[src/rtl/mips_instr_encoder.sv]
// mips_instr_encoder: turns mnemonic-level fields into 32-bit MIPS words and streams them to IMEM.
// Latency: an accepted word appears on wr_data one cycle after acceptance at the earliest; there is no bypass.
// Backpressure: wr_ready low holds wr_addr/wr_data and fills the FIFO. in_ready drops when the FIFO is full.
// Optional feature macro: BRANCH_TARGET_CALC_EN (absolute beq/j/jal targets, with an accept counter pc).
module mips_instr_encoder #(
    parameter int          ADDR_W     = 10,
    parameter int          FIFO_DEPTH = 4,   // power of 2, >= 2
    parameter int unsigned BASE_ADDR  = 0
) (
    input  logic              clk,
    input  logic              rst,
    input  logic              start,
    input  logic              in_valid,
    output logic              in_ready,
    input  logic [3:0]        in_op,
    input  logic [4:0]        in_rs,
    input  logic [4:0]        in_rt,
    input  logic [4:0]        in_rd,
    input  logic [25:0]       in_imm,
    input  logic              in_last,
    output logic              wr_valid,
    input  logic              wr_ready,
    output logic [ADDR_W-1:0] wr_addr,
    output logic [31:0]       wr_data,
    output logic              busy,
    output logic              done,
    output logic              err,
    output logic [1:0]        err_code
);

    localparam int                PW   = $clog2(FIFO_DEPTH);
    localparam logic [ADDR_W-1:0] BASE = ADDR_W'(BASE_ADDR);

    // Mnemonic op codes on in_op
    localparam logic [3:0] OP_ADD  = 4'd0;
    localparam logic [3:0] OP_SUB  = 4'd1;
    localparam logic [3:0] OP_SLT  = 4'd2;
    localparam logic [3:0] OP_AND  = 4'd3;
    localparam logic [3:0] OP_OR   = 4'd4;
    localparam logic [3:0] OP_JR   = 4'd5;
    localparam logic [3:0] OP_ADDI = 4'd6;
    localparam logic [3:0] OP_SLTI = 4'd7;
    localparam logic [3:0] OP_LW   = 4'd8;
    localparam logic [3:0] OP_SW   = 4'd9;
    localparam logic [3:0] OP_BEQ  = 4'd10;
    localparam logic [3:0] OP_J    = 4'd11;
    localparam logic [3:0] OP_JAL  = 4'd12;

    localparam logic [1:0] ERR_NONE  = 2'b00;
    localparam logic [1:0] ERR_OP    = 2'b01;
    localparam logic [1:0] ERR_RANGE = 2'b10;

    typedef enum logic [1:0] {
        S_IDLE  = 2'd0,
        S_RUN   = 2'd1,
        S_FLUSH = 2'd2,
        S_DRAIN = 2'd3
    } state_t;

    state_t              state_q, state_d;
    logic [PW:0]         wptr_q, rptr_q;
    logic [31:0]         mem_q [FIFO_DEPTH];
    logic [ADDR_W-1:0]   wr_addr_q;
    logic                err_q;
    logic [1:0]          err_code_q;

    logic                fifo_empty, fifo_full;
    logic                accept, push, pop;
    logic [31:0]         enc_word;
    logic [1:0]          enc_code;
    logic                imm_fits;

`ifdef BRANCH_TARGET_CALC_EN
    logic [ADDR_W-1:0]   pc_q;
    logic [26:0]         br_diff;
    logic                br_fits;

    // Branch offset relative to the following instruction; 27 bits hold any target minus pc+1
    assign br_diff = {1'b0, in_imm} - {{(27-ADDR_W){1'b0}}, pc_q} - 27'd1;
    assign br_fits = (&br_diff[26:15]) | ~(|br_diff[26:15]);
`endif

    // I-type immediates must be a sign-extended 16-bit value
    assign imm_fits = (in_imm[25:16] == {10{in_imm[15]}});

    // Pointers carry one extra wrap bit so full and empty are distinguishable
    assign fifo_empty = (wptr_q == rptr_q);
    assign fifo_full  = (wptr_q[PW] != rptr_q[PW]) && (wptr_q[PW-1:0] == rptr_q[PW-1:0]);

    assign accept = in_valid & in_ready;
    assign push   = accept & (enc_code == ERR_NONE);
    assign pop    = wr_valid & wr_ready;

    // Field encoder: builds the word and flags illegal ops / out-of-range immediates
    always_comb begin
        enc_word = 32'h0;
        enc_code = ERR_NONE;
        case (in_op)
            OP_ADD:  enc_word = {6'h00, in_rs, in_rt, in_rd, 5'h00, 6'h20};
            OP_SUB:  enc_word = {6'h00, in_rs, in_rt, in_rd, 5'h00, 6'h22};
            OP_SLT:  enc_word = {6'h00, in_rs, in_rt, in_rd, 5'h00, 6'h2A};
            OP_AND:  enc_word = {6'h00, in_rs, in_rt, in_rd, 5'h00, 6'h24};
            OP_OR:   enc_word = {6'h00, in_rs, in_rt, in_rd, 5'h00, 6'h25};
            OP_JR:   enc_word = {6'h00, in_rs, 5'h00, 5'h00, 5'h00, 6'h08};
            OP_ADDI: begin
                enc_word = {6'h08, in_rs, in_rt, in_imm[15:0]};
                if (!imm_fits) enc_code = ERR_RANGE;
            end
            OP_SLTI: begin
                enc_word = {6'h0A, in_rs, in_rt, in_imm[15:0]};
                if (!imm_fits) enc_code = ERR_RANGE;
            end
            OP_LW: begin
                enc_word = {6'h23, in_rs, in_rt, in_imm[15:0]};
                if (!imm_fits) enc_code = ERR_RANGE;
            end
            OP_SW: begin
                enc_word = {6'h2B, in_rs, in_rt, in_imm[15:0]};
                if (!imm_fits) enc_code = ERR_RANGE;
            end
            OP_BEQ: begin
`ifdef BRANCH_TARGET_CALC_EN
                enc_word = {6'h04, in_rs, in_rt, br_diff[15:0]};
                if (!br_fits) enc_code = ERR_RANGE;
`else
                enc_word = {6'h04, in_rs, in_rt, in_imm[15:0]};
                if (!imm_fits) enc_code = ERR_RANGE;
`endif
            end
            OP_J:    enc_word = {6'h02, in_imm};
            OP_JAL:  enc_word = {6'h03, in_imm};
            default: enc_code = ERR_OP;
        endcase
    end

    // State register
    always_ff @(posedge clk or posedge rst) begin
        if (rst) state_q <= S_IDLE;
        else     state_q <= state_d;
    end

    // Next-state logic: an errored accept drains what is already buffered, without done
    always_comb begin
        state_d = state_q;
        case (state_q)
            S_IDLE:  if (start) state_d = S_RUN;
            S_RUN: begin
                if (accept) begin
                    if (enc_code != ERR_NONE) state_d = S_DRAIN;
                    else if (in_last)         state_d = S_FLUSH;
                end
            end
            S_FLUSH: if (fifo_empty) state_d = S_IDLE;
            S_DRAIN: if (fifo_empty) state_d = S_IDLE;
            default: state_d = S_IDLE;
        endcase
    end

    // Outputs decoded from state and registered FIFO pointers only (no same-cycle pop->push path)
    always_comb begin
        in_ready = (state_q == S_RUN) && !fifo_full;
        busy     = (state_q != S_IDLE);
        done     = (state_q == S_FLUSH) && fifo_empty;
        wr_valid = !fifo_empty;
        wr_data  = fifo_empty ? 32'h0 : mem_q[rptr_q[PW-1:0]];
        wr_addr  = wr_addr_q;
        err      = err_q;
        err_code = err_code_q;
    end

    // FIFO pointers; reset discards any buffered words
    always_ff @(posedge clk or posedge rst) begin
        if (rst) begin
            wptr_q <= '0;
            rptr_q <= '0;
        end else begin
            if (push) wptr_q <= wptr_q + (PW+1)'(1);
            if (pop)  rptr_q <= rptr_q + (PW+1)'(1);
        end
    end

    // FIFO storage; contents are only observable through valid pointers, so no reset
    always_ff @(posedge clk) begin
        if (push) mem_q[wptr_q[PW-1:0]] <= enc_word;
    end

    // Write address and sticky error; a start from IDLE rearms both
    always_ff @(posedge clk or posedge rst) begin
        if (rst) begin
            wr_addr_q  <= BASE;
            err_q      <= 1'b0;
            err_code_q <= ERR_NONE;
        end else if ((state_q == S_IDLE) && start) begin
            wr_addr_q  <= BASE;
            err_q      <= 1'b0;
            err_code_q <= ERR_NONE;
        end else begin
            if (pop) wr_addr_q <= wr_addr_q + ADDR_W'(1);
            if (accept && (enc_code != ERR_NONE)) begin
                err_q      <= 1'b1;
                err_code_q <= enc_code;
            end
        end
    end

`ifdef BRANCH_TARGET_CALC_EN
    // Address of the instruction currently offered: counts accepts since start
    always_ff @(posedge clk or posedge rst) begin
        if (rst)                               pc_q <= BASE;
        else if ((state_q == S_IDLE) && start) pc_q <= BASE;
        else if (accept)                       pc_q <= pc_q + ADDR_W'(1);
    end
`endif

endmodule

[config.mk]
export PLATFORM = sky130hd
export DESIGN_NAME = mips_instr_encoder
export DESIGN_NICKNAME = d
export VERILOG_FILES = /design/src/rtl/mips_instr_encoder.sv
export SDC_FILE = /design/constraint.sdc
export NUM_CORES = 1
export LEC_CHECK = 0
export CORE_UTILIZATION = 54
export DETAILED_ROUTE_END_ITERATION = 7
export PLACE_DENSITY = 0.8
export SLEW_MARGIN = 20
export SYNTH_ARGS = -nofsm -noshare
export SYNTH_HDL_FRONTEND = slang
export SYNTH_SLANG_ARGS = --single-unit
[constraint.sdc]
create_clock -name clk -period 3.2 [get_ports clk]
set_input_delay 0.64 -clock clk [delete_from_list [all_inputs] [get_ports clk]]
set_output_delay 0.64 -clock clk [all_outputs]
set_load 0.005 [all_outputs]
=== After elaboration in Yosys (flattened, before gate mapping) ===
Memories as Yosys holds them, arrays and structs flattened.
Index checks and enable logic that the tools add are counted.

* Input bits: 51
* Flip-flop bits (word level): 21
* Bits in writable memories: 128
* Output and inout bits: 49
* Memories kept: 1
* Word-level logic and storage cells: 72
* Memory bits (read-only): 0
* Latch bits: 0

* Bitwise logic cells: 3
* Div/mod/pow operators: 0
* Multipliers: 0
* Equality and inequality tests: 23
* Reduce and logical (&&, ||, !) cells: 18
* Muxes and demuxes: 18
* Magnitude comparators: 0
* Add/subtract/negate cells: 3
* Shift-type cells: 0

{| class="wikitable"
|+ Memory list
! memory !! depth !! bits a word !! rd ports !! clocked after Yosys merged registers in !! wr ports !! RTL line !! RTL
|-
| mem_q || 4 || 32 || 1 || 0 || 1 || 62 || <nowiki>logic [31:0] mem_q [FIFO_DEPTH];</nowiki>
|}

{| class="wikitable"
|+ Operators by type and width
! kind !! number
|-
| 32-bit one-hot mux with 13 select lines || 1
|-
| 32-bit 2-to-1 mux || 1
|-
| 4-bit == test (second input constant) || 5
|-
| 10-bit 2-to-1 mux || 2
|-
| 4-bit by 3-bit == test with 1-bit output (second input constant) || 4
|-
| 2-bit 2-to-1 mux || 8
|-
| 10-bit by 1-bit adder with 10-bit output (second input constant) || 1
|-
| 10-bit == test || 1
|-
| 4-bit by 2-bit == test with 1-bit output (second input constant) || 2
|-
| 2-bit nonzero test || 4
|-
| 8-bit OR reduction || 1
|-
| 3-bit by 1-bit adder with 3-bit output (second input constant) || 2
|-
| 2-bit one-hot mux with 3 select lines || 1
|-
| 1-bit logical AND || 5
|-
| 5-bit OR reduction || 1
|-
| 2-bit == test (second input constant) || 2
|-
| 4-bit by 1-bit == test with 1-bit output (second input constant) || 1
|-
| 2-bit logical NOT || 2
|-
| 4-bit logical NOT || 1
|-
| 1-bit 2-to-1 mux || 4
|-
| 2-bit != test (second input constant) || 2
|-
| 2-bit one-hot mux with 2 select lines || 1
|-
| 4-bit AND reduction || 1
|-
| 1-bit bitwise AND || 3
|-
| other kinds (8) || 9
|}

=== Depth between registers and ports, before layout ===
Gate-level depths: netlist of the first run.

* Word-level depth: 8
* Depth in mapped cells: 7
* Depth with buffers taken out: 5

=== Worst setup path after synthesis of the first run ===
Ideal clock, no wire load.

* Path type: input to register
* Start point: input port in_op[3]
* End point: memory mem_q[3][0], enable pin
* Setup time: 406 ps
* Data required time: 2794 ps
* Buffers on the path: 1
* Setup slack: 352 ps
* Stages on the path: 5
* Arrival time: 2441 ps
* Cells stage by stage: inv_2 > and3_1 > clkbuf_1 > o211a_2 > nor4_4

* Word-level cells in the longest chain between the ends: 7
* Elaborated cells between the ends (all ways): 20
* Those cells by class: eq/ne: 12; mux: 3; bitwise: 1; reduce/logical: 4

{| class="wikitable"
|+ RTL lines
! item !! RTL line !! RTL
|-
| from (decl) || 15 || <nowiki>input logic [3:0] in_op,</nowiki>
|-
| 4-bit == test (tied with other cells) || 98 || <nowiki>case (in_op)</nowiki>
|-
| 8-bit OR reduction (no source line) or 5-bit OR reduction (tied branches) || -- ||
|-
| 2-bit one-hot mux with 2 select lines * || 98 ||
|-
| 2-bit logical NOT * || 91 || <nowiki>assign push = accept & (enc_code == ERR_NONE);</nowiki>
|-
| 1-bit bitwise AND * || 91 ||
|-
| 1-bit 2-to-1 mux * || 184 || <nowiki>if (push) mem_q[wptr_q[PW-1:0]] <= enc_word;</nowiki>
|-
| 1-bit 2-to-1 mux (implied by the code) * || 184 ||
|-
| to (decl) || 62 ||
|}

Every way passes the cells marked *; elsewhere a longest branch is shown, timed or not.

=== Worst setup path in the final report of the first run ===
* Start point: register rptr_q[0]
* End point: output port wr_data[2]

* Word-level cells in the longest chain between the ends: 2
* Elaborated cells between the ends (all ways): 3
* Those cells by class: eq/ne: 1; mux: 1; memory: 1

{| class="wikitable"
|+ RTL lines
! item !! RTL line !! RTL
|-
| from (decl) || 61 || <nowiki>logic [PW:0] wptr_q, rptr_q;</nowiki>
|-
| from (signal assigned) || 178 || <nowiki>if (pop) rptr_q <= rptr_q + (PW+1)'(1);</nowiki>
|-
| memory 4 x 32 bit or 3-bit == test (tied branches) || -- ||
|-
| 32-bit 2-to-1 mux * || 165 || <nowiki>wr_data = fifo_empty ? 32'h0 : mem_q[rptr_q[PW-1:0]];</nowiki>
|-
| to (decl) || 24 || <nowiki>output logic [31:0] wr_data,</nowiki>
|}

Marks and branches as above.

==> flow_summary.ini, run 1 <==
[synthesis]
synth_compound_area_share_pct = 7.33
syn_area_per_cell_um2 = 14.9
synth_top_family_by_area = multiplexers
synthCells = 446
yosysTopAreaCell = edfxtp_1
yosys.area_share.xor_xnor_pct = 2.64
ys_seq_elements = 145
synth_most_common_cell = edfxtp_1
yosys_warnings = 0
synth_common_cells = 124 x edfxtp_1, 35 x and2_1, 31 x mux4_2
synth_edf_count = 124
yosys-top-cells-area = edfxtp_1 56%, mux4_2 11%, dfrtp_1 7.9%
synth_fa_ha_area_share_pct = 1.13
ys_types = 50
netlist_area_um2 = 6640
synth-async-reset-ratio_pct = 14.5
netlist.area_leader.share_pct = 56.1
synth_flop_cell = edfxtp_1
ys_seq_area_share_pct = 64.0
synth-simple-area-share_pct = 11.1
synth_fp_nets = 503
synthMuxAreaShare_pct = 11.5

[power_and_ir_drop]
p_comb_share_pct = 37.4
p_leak_nw = 3.04
power_frac_seq_pct = 34.4
p_sw_share_pct = 27.9
clock_power_share_pct = 28.2
peakVddDrop_v = 0.000591
p_per_area_nw_per_um2 = 827
p_sw_mw = 1.98
p_int_mw = 5.11
power.total_mw = 7.08

[placed_design]
dpl.cell_count = 694
place_congestion = 0.821
place_ws_ns = 0.220
dpl_cell_area_um2 = 7930
port_buffers = 98
post-dp-hpwl_um = 9900

[finish]
fin_cells = 726
drive_above_1_share_pct = 17.6
nets = 623
fillerInstances = 749
area_growth_pct = 28.9
n_antenna_cell = 0
fin_util_pct = 71.3
finalInstanceArea_um2 = 8560

[timing]
clock.fmax_mhz = 325
setup_ws_ns = 0.119
tightest_slew_ns = 0.813
grt_setup_unrepaired = false
relSlewSlack_pct = 45.7
period_minus_slack_ns = 3.08
hold_ws_ns = 0.525
slew_violations = 0
fin_skew_ns = 0.00817
fin_tns_setup_ns = 0
hold_viol = 0
fin_crit_sh_pct = 96.3
setup_viol = 0

[worst_setup_path]
r2r.worst_path.cells = 6
cp_max_fo = 20
worstSetupEndpointType = output pin
start_kind = flop
r2r_start = wptr_q[1]
required_ns = 2.56
r2r_setup_slack_ns = 0.95
r2r_end = mem_q[2][17]
arrival_ns = 2.44
criticalPathCategory = flop to output pin

[drt]
vias_per_cell = 6.01
route.detailed.drc = 0
vias = 4365
totalWireLength_um = 14500
ant_nets = 0
wl_per_cell_um = 20.0
initialDrtViolationCount = 376
drtPass1Iterations = 5

[min_path]
hold_end = err
holdPathStages = 2
hp-start = err
hold_path_class = flop to flop

[floorplan]
dieArea_um2 = 12700
ios = 100
core.rowCount = 40
initial_core_util_pct = 55.3
coreArea_um2 = 12000
fp.dieH_um = 113
chipWidth_um = 113

[global_route]
antenna_found_initial = 0
gr-usage-all-layers_pct = 24.7
grt_max_degree = 34
overflow = 0
grt_pass1_wl_um = 23200
grt_pass1_vias = 4482

[clock_tree]
clock_latency_ns = 0.41
root_buffer = clkbuf_16
cts_tree = built
cts_setup_buffers = 0
numCtsBuffers = 17
h-tree-depth = 4
cts.path.max_buffers = 2
clk_pin_slew_ns = 0.06
cts.sinks = 145

[run]
drv_cap = 0

[status]
status = complete, no violations
[final cells by class]
type / instances / area, um^2 / share of cell area [%]
clock buffer: 27 / 599 / 7.00
clock inverter: 5 / 31.3 / 0.365
inverter: 9 / 33.8 / 0.395
multi-input combinational: 267 / 2250 / 26.2
sequential: 145 / 4250 / 49.6
tap: 147 / 184 / 2.15
timing repair buffer: 126 / 1220 / 14.2
[logic make-up after synthesis]
kind of cell	count (synthesis)
compound gates	76
xor+xnor	17
fa+ha+maj	6
buf+inv	34
flops	145
mux	37
other cells	1
simple gates	130
[power by group through the flow]
stage	clock network, mW	logic, mW	registers (mW)
3_5_place_dp	0	2.65	2.47
6_report	2.00	2.65	2.44
2_1_floorplan	0	1.45	2.43
5_1_grt	2.10	2.86	2.46
3_3_place_gp	0	2.61	2.46
4_1_cts	2.03	2.69	2.43
[worst max-delay path, cell delays in order (launching register included)]
cell and delay [ns]:
dfrtp_2 0.42, buf_4 0.39, mux4_2 0.58, and2_1 0.17, clkdlybuf4s50_1 0.45
[state kept, by name (all words and copies together), names as in the netlist]
name	cells
wr_addr	10
err	1
wptr_q	3
rptr_q	3
err_code	2
mem_q	124
state_q	2
[routing by layer]
layer	track usage (%)	vias to the layer above	share of wire [%]
li1	-	1951	-
met1	30.8	2164	40
met2	41.9	211	51
met3	5.09	39	6.5
met4	11.5	0	2.3
met5	0	-	0
[worst max-delay path by stage]
stage               start           to  slack, ns  cells after the start
3_3_place_gp   in_imm[15]  mem_q[2][6]       0.26                      7
4_1_cts         rptr_q[0]   wr_data[2]       0.07                      4
6_report        rptr_q[0]   wr_data[2]       0.12                      4
3_5_place_dp   in_imm[17]  mem_q[2][9]       0.22                      7
2_1_floorplan    in_op[3]  mem_q[3][0]       0.35                      5
5_1_grt         rptr_q[0]  wr_data[10]      0.005                      4
[placed cells by master, fill, tap and decap left out, types with 6 or more instances in the layout]
| cell type | Yosys | layout |
|---|---|---|
| edfxtp_1 | 124 | 124 |
| clkdlybuf4s50_1 | 0 | 98 |
| and2_1 | 35 | 35 |
| mux4_2 | 31 | 31 |
| buf_4 | 2 | 26 |
| nor2_1 | 24 | 24 |
| nand2_1 | 24 | 24 |
| a21oi_1 | 23 | 23 |
| clkbuf_16 | 0 | 22 |
| dfrtp_1 | 21 | 20 |
| o21ai_0 | 19 | 19 |
| nor2b_1 | 13 | 13 |
| a22oi_1 | 11 | 11 |
| xnor2_1 | 8 | 8 |
| inv_1 | 8 | 8 |
| xor2_1 | 7 | 7 |
| nand4_1 | 7 | 7 |
| nand3_1 | 6 | 6 |
| ha_1 | 6 | 6 |
[what timing repair did]
action                                  in CTS  in global routing
resized for setup                            0                  1
hold endpoints to repair                     0                  0
endpoints found under the setup margin       0                  1
hold buffers                                 0                  0
Power figures use the tool's default switching activity.
==> inputs of run 2 (changes only) <==
--- a/config.mk
+++ b/config.mk
@@ -8,7 +8,6 @@
 export CORE_UTILIZATION = 54
 export DETAILED_ROUTE_END_ITERATION = 7
 export PLACE_DENSITY = 0.8
-export SLEW_MARGIN = 20
 export SYNTH_ARGS = -nofsm -noshare
 export SYNTH_HDL_FRONTEND = slang
 export SYNTH_SLANG_ARGS = --single-unit
==> results of run 2 <==
Final layout, timing and power as in run 1 (identical DEF).
==> inputs of run 3 (changes only) <==
--- a/config.mk
+++ b/config.mk
@@ -5,6 +5,7 @@
 export SDC_FILE = /design/constraint.sdc
 export NUM_CORES = 1
 export LEC_CHECK = 0
+export ABC_AREA = 0
 export CORE_UTILIZATION = 54
 export DETAILED_ROUTE_END_ITERATION = 7
 export PLACE_DENSITY = 0.8
==> results of run 3 <==
Final layout, timing and power as in run 1 (identical DEF).
